[src/rtl/pwm_burst_gen.sv]
// Programmable PWM / clock-pulse generator with continuous and burst modes.
// Period and high time are shadowed and only reloaded at period boundaries.
module pwm_burst_gen #(
  parameter int unsigned CNT_W   = 8,
  parameter int unsigned BURST_W = 8
) (
  input  logic               clk,
  input  logic               rst,
  input  logic               en,
  input  logic               start,
  input  logic               stop,
  input  logic               mode,
  input  logic [CNT_W-1:0]   cfg_period,
  input  logic [CNT_W-1:0]   cfg_high,
  input  logic [BURST_W-1:0] cfg_bursts,
  output logic               sig,
  output logic [CNT_W-1:0]   count,
  output logic               tick,
  output logic               busy,
  output logic               done,
  output logic [BURST_W-1:0] burst_left
);

  typedef enum logic [0:0] {StIdle, StRun} state_t;

  state_t             state_q, state_d;
  logic [CNT_W-1:0]   count_q, count_d;
  logic [CNT_W-1:0]   per_q, per_d;
  logic [CNT_W-1:0]   high_q, high_d;
  logic [BURST_W-1:0] burst_q, burst_d;
  logic               mode_q, mode_d;
  logic               stop_pend_q, stop_pend_d;
  logic               sig_q, sig_d;
  logic               tick_q, tick_d;
  logic               busy_q, busy_d;
  logic               done_q, done_d;

  // One extra bit so count+1 never wraps before the high-time compare.
  logic [CNT_W:0] count_inc;
  assign count_inc = {1'b0, count_q} + {{CNT_W{1'b0}}, 1'b1};

  logic start_ok;
  assign start_ok = start && !(mode && (cfg_bursts == '0));

  logic last_period;
  assign last_period = (mode_q && (burst_q == BURST_W'(1))) || stop_pend_q;

  always_comb begin
    state_d     = state_q;
    count_d     = count_q;
    per_d       = per_q;
    high_d      = high_q;
    burst_d     = burst_q;
    mode_d      = mode_q;
    stop_pend_d = stop_pend_q;
    sig_d       = sig_q;
    tick_d      = 1'b0;
    busy_d      = busy_q;
    done_d      = 1'b0;

    unique case (state_q)
      StIdle: begin
        count_d     = '0;
        sig_d       = 1'b0;
        busy_d      = 1'b0;
        burst_d     = '0;
        stop_pend_d = 1'b0;
        if (start_ok) begin
          per_d   = cfg_period;
          high_d  = cfg_high;
          mode_d  = mode;
          burst_d = mode ? cfg_bursts : '0;
          sig_d   = (cfg_high != '0);
          tick_d  = 1'b1;
          busy_d  = 1'b1;
          state_d = StRun;
        end
      end
      StRun: begin
        if (stop) stop_pend_d = 1'b1;
        if (en) begin
          if (count_q != per_q) begin
            count_d = count_q + CNT_W'(1);
            sig_d   = (count_inc < {1'b0, high_q});
          end else if (last_period) begin
            state_d     = StIdle;
            count_d     = '0;
            sig_d       = 1'b0;
            busy_d      = 1'b0;
            burst_d     = '0;
            done_d      = 1'b1;
            stop_pend_d = 1'b0;
          end else begin
            per_d   = cfg_period;
            high_d  = cfg_high;
            count_d = '0;
            sig_d   = (cfg_high != '0);
            tick_d  = 1'b1;
            if (mode_q) burst_d = burst_q - BURST_W'(1);
          end
        end
      end
      default: state_d = StIdle;
    endcase
  end

  always_ff @(posedge clk or posedge rst) begin
    if (rst) begin
      state_q     <= StIdle;
      count_q     <= '0;
      per_q       <= '0;
      high_q      <= '0;
      burst_q     <= '0;
      mode_q      <= 1'b0;
      stop_pend_q <= 1'b0;
      sig_q       <= 1'b0;
      tick_q      <= 1'b0;
      busy_q      <= 1'b0;
      done_q      <= 1'b0;
    end else begin
      state_q     <= state_d;
      count_q     <= count_d;
      per_q       <= per_d;
      high_q      <= high_d;
      burst_q     <= burst_d;
      mode_q      <= mode_d;
      stop_pend_q <= stop_pend_d;
      sig_q       <= sig_d;
      tick_q      <= tick_d;
      busy_q      <= busy_d;
      done_q      <= done_d;
    end
  end

  assign sig        = sig_q;
  assign count      = count_q;
  assign tick       = tick_q;
  assign busy       = busy_q;
  assign done       = done_q;
  assign burst_left = burst_q;

endmodule

[config.mk]
export PLATFORM = sky130hd
export DESIGN_NAME = pwm_burst_gen
export DESIGN_NICKNAME = d
export VERILOG_FILES = /design/src/rtl/pwm_burst_gen.sv
export SDC_FILE = /design/constraint.sdc
export NUM_CORES = 1
export LEC_CHECK = 0
export ABC_AREA = 1
export CAP_MARGIN = 0
export CORE_MARGIN = 2
export CORE_UTILIZATION = 51
export DETAILED_ROUTE_END_ITERATION = 16
export PLACE_DENSITY_LB_ADDON = 0.12
export SYNTH_ARGS = -nofsm -noshare
export SYNTH_HDL_FRONTEND = slang
export SYNTH_SLANG_ARGS = --single-unit
[constraint.sdc]
create_clock -name clk -period 3.4 [get_ports clk]
set_input_delay 0.34 -clock clk [delete_from_list [all_inputs] [get_ports clk]]
set_output_delay 0.34 -clock clk [all_outputs]
set_load 0.02 [all_outputs]
==> results.json <==
{
  "cts-root-buf": "clkbuf_8",
  "gp_congestion": 0.874,
  "crit_type": "reg -> reg",
  "routed_wl_mm": 5.46,
  "max_cap_viol_count": 0,
  "cts_made_buffers": 5,
  "finalSetupViolCount": 0,
  "cpPeakStageDelay_ps": 470,
  "clk_pin_slew_ps": 80,
  "antenna_found_initial": 0,
  "via_per_inst": 5.03,
  "synth_fa_ha_area_share_pct": 5.08,
  "die_h_microns": 73.5,
  "area_delta_synth_final_pct": 25.4,
  "synthesis.nets": 379,
  "drt_first_iter_violations": 129,
  "cp_slowest_cell": "dfrtp_1",
  "via_count": 2239,
  "power.density_mw_per_mm2": 860,
  "clock_latency_ps": 290,
  "final_util_pct": 65.9,
  "maxSlewHeadroom_pct": 49.2,
  "nets": 430,
  "dp_hpwl_mm": 4.08,
  "synth.avg_cell_area_sq_um": 7.27,
  "syn_area_sq_mm": 0.00246,
  "ys_seq_elements": 39,
  "hold_buffers": 0,
  "route.detailed.drc": 0,
  "path_common_cell": "nor2_1",
  "port_buffers": 49,
  "synth_cell_type_count": 28,
  "min_period_over_period_pct": 68.3,
  "cts_buffer_depth": 2,
  "ir_drop_mv": 0.392,
  "core_sq_mm": 0.00469,
  "fp.dieW_microns": 73.5,
  "path_max_fanout": 8,
  "seq_area_frac_synth_pct": 39.6,
  "die_area_sq_mm": 0.00541,
  "crit_path_end_kind": "flip-flop",
  "period_needed_ps": 2320,
  "cts.sinks": 39,
  "synth_top_family_by_area": "simple AND/OR/NAND/NOR gates",
  "dr.pass1.iters": 5,
  "r2r-start": "count[0]",
  "synth_compound_gate_area_share_pct": 7.06,
  "grt_use_total_pct": 22.7,
  "reg2regPathDepth": 15,
  "fp-row-count": 25,
  "cts_resized": 0,
  "clock-skew-final_ps": 7.10,
  "grt_pass1_wl_mm": 9.55,
  "synthXorXnorAreaFrac_pct": 3.91,
  "syn_inst": 339,
  "worst_pin_slew_ps": 762,
  "hold_viol_final": 0,
  "cp.required_ps": 3590,
  "io_pins": 50,
  "rsz0062_at_grt": "no",
  "grt_max_degree": 40,
  "htree_levels": 2,
  "antenna_cells": 0,
  "crit_path_start_kind": "flip-flop",
  "worstPathArrival_ps": 2510,
  "first_global_vias": 2065,
  "hold_class": "in -> async",
  "wl_per_cell_microns": 12.3,
  "drive_gt1_share_pct": 6.91,
  "nFillCells": 423,
  "leakagePower_nw": 1.58,
  "synth_simple_gate_area_share_pct": 33.6,
  "ff2ff_setup_slack_ps": 1080,
  "ys_warn_count": 0,
  "cts_tree": "built",
  "r2r-end": "sig",
  "max_freq_mhz": 431,
  "synth_mux_area_share_pct": 0,
  "overflow": 0,
  "detail-route-antenna-nets": 0,
  "start_util_pct": 52.5,
  "worstPathCellList": "ha_1 > nand2_1 > nor2_1 > xor2_1 > inv_1 > ha_1 > nand2_1 > nor2_1 > nand2_1 > nand3_1 > nand2_1 > a21oi_1 > nor2_1 > nor2_1 > nor2_1",
  "fin_setup_tns_ps": 0,
  "outcome": "finished, final reports clean",
  "slew_viol_final": 0,
  "post-cts-setup-buffers": 0
}
-- layout by cell type, fill, tap and decap left out --
cell	count
xor2_1	8
o21ai_0	14
nand2_4	2
nand2_1	107
nor2_8	1
or2_1	1
clkinv_2	1
nand2_8	1
a21oi_1	3
clkbuf_8	6
nor2_1	30
dfrtp_1	39
xnor2_1	3
o22ai_1	7
or2_0	1
nor2_2	1
inv_1	45
clkinv_1	1
inv_4	1
nand4_1	14
inv_2	8
clkdlybuf4s50_1	49
nand3_2	1
ha_1	10
nand2_2	3
buf_4	1
nand3_1	21
nor3_1	2
bufinv_16	1
o21ai_1	9
-- layer usage --
metal / wire (microns) / part of all wire, % / track usage (%)
met1: 2800 / 51 / 33.6
met2: 2360 / 43 / 32.7
met3: 219 / 4.0 / 5.49
met4: 75 / 1.4 / 7.27
met5: 0 / 0 / 0
-- per-stage QoR --
stage	setup slack, ps	total power [mW]	area [sq um]	hold WS [ps]	std cells
5_1_grt	779	2.95	3090	511	445
4_1_cts	1090	2.67	3090	473	445
2_1_floorplan	1230	1.85	2460	450	339
3_3_place_gp	1130	2.21	2970	469	437
3_5_place_dp	1080	2.25	2970	462	437
6_report	1080	2.66	3090	450	445
-- layout make-up --
class / instances / area (sq um) / area share, %
Multi-Input combinational cell: 239 / 1220 / 39.6
Sequential cell: 39 / 976 / 31.6
Timing Repair Buffer: 50 / 498 / 16.1
Inverter: 55 / 209 / 6.76
Clock buffer: 6 / 82.6 / 2.67
Tap cell: 54 / 67.6 / 2.19
Clock inverter: 2 / 35.0 / 1.13
-- where the power goes --
group	internal, mW	switching, mW
clock network	0.237	0.163
registers	0.654	0.182
logic	0.580	0.841
total	1.47	1.19
-- kinds of logic after synthesis --
logic type / count (synthesis)
buffers and inverters: 61
AO/OA/AOI/OAI: 33
XOR/XNOR: 11
adder cells (fa/ha/maj): 10
AND/OR/NAND/NOR: 185
flip-flops: 39
-- how the worst max path moves through the flow --
stage	startpoint	end	slack, ps	cells past startpoint
5_1_grt	count[0]	sig	780	15
4_1_cts	count[0]	sig	1090	15
3_3_place_gp	start	per_q[1]	1130	6
6_report	count[0]	sig	1080	15
3_5_place_dp	start	per_q[1]	1080	6
2_1_floorplan	count[0]	sig	1230	15
-- cell usage after synthesis (all sizes together) --
cell type | n | area share (%)
dfrtp | 39 | 40
nor2 | 32 | 5.6
or2 | 2 | 0.51
clkinv | 1 | 0.15
o22ai | 7 | 1.8
nor3 | 2 | 0.41
a21oi | 3 | 0.61
nand3 | 22 | 4.7
inv | 54 | 8.3
ha | 10 | 5.1
nand2 | 113 | 19
nand4 | 14 | 3.6
xnor2 | 3 | 1.1
o21ai | 23 | 4.7
xor2 | 8 | 2.8
buf | 5 | 2.1
clkbuf | 1 | 0.20
-- flip-flops by register name, indices dropped and copies added, names as in the netlist --
signal,flops
burst_left,8
busy,1
count,8
done,1
high_q,8
mode_q,1
per_q,8
sig,1
state_q,1
stop_pend_q,1
tick,1
-- critical path, delay by kind of cell (launching register included) --
family                     cells  cell delay (ps)
DFF                            1              470
and+or+nand+nor               10              830
adders and majority gates      2              510
xor gates and xnor gates       1              220
buffers and inverters          1               70
AOI/OAI and AO/OA              1              120
No activity file was read; power rests on OpenSTA's default activity.
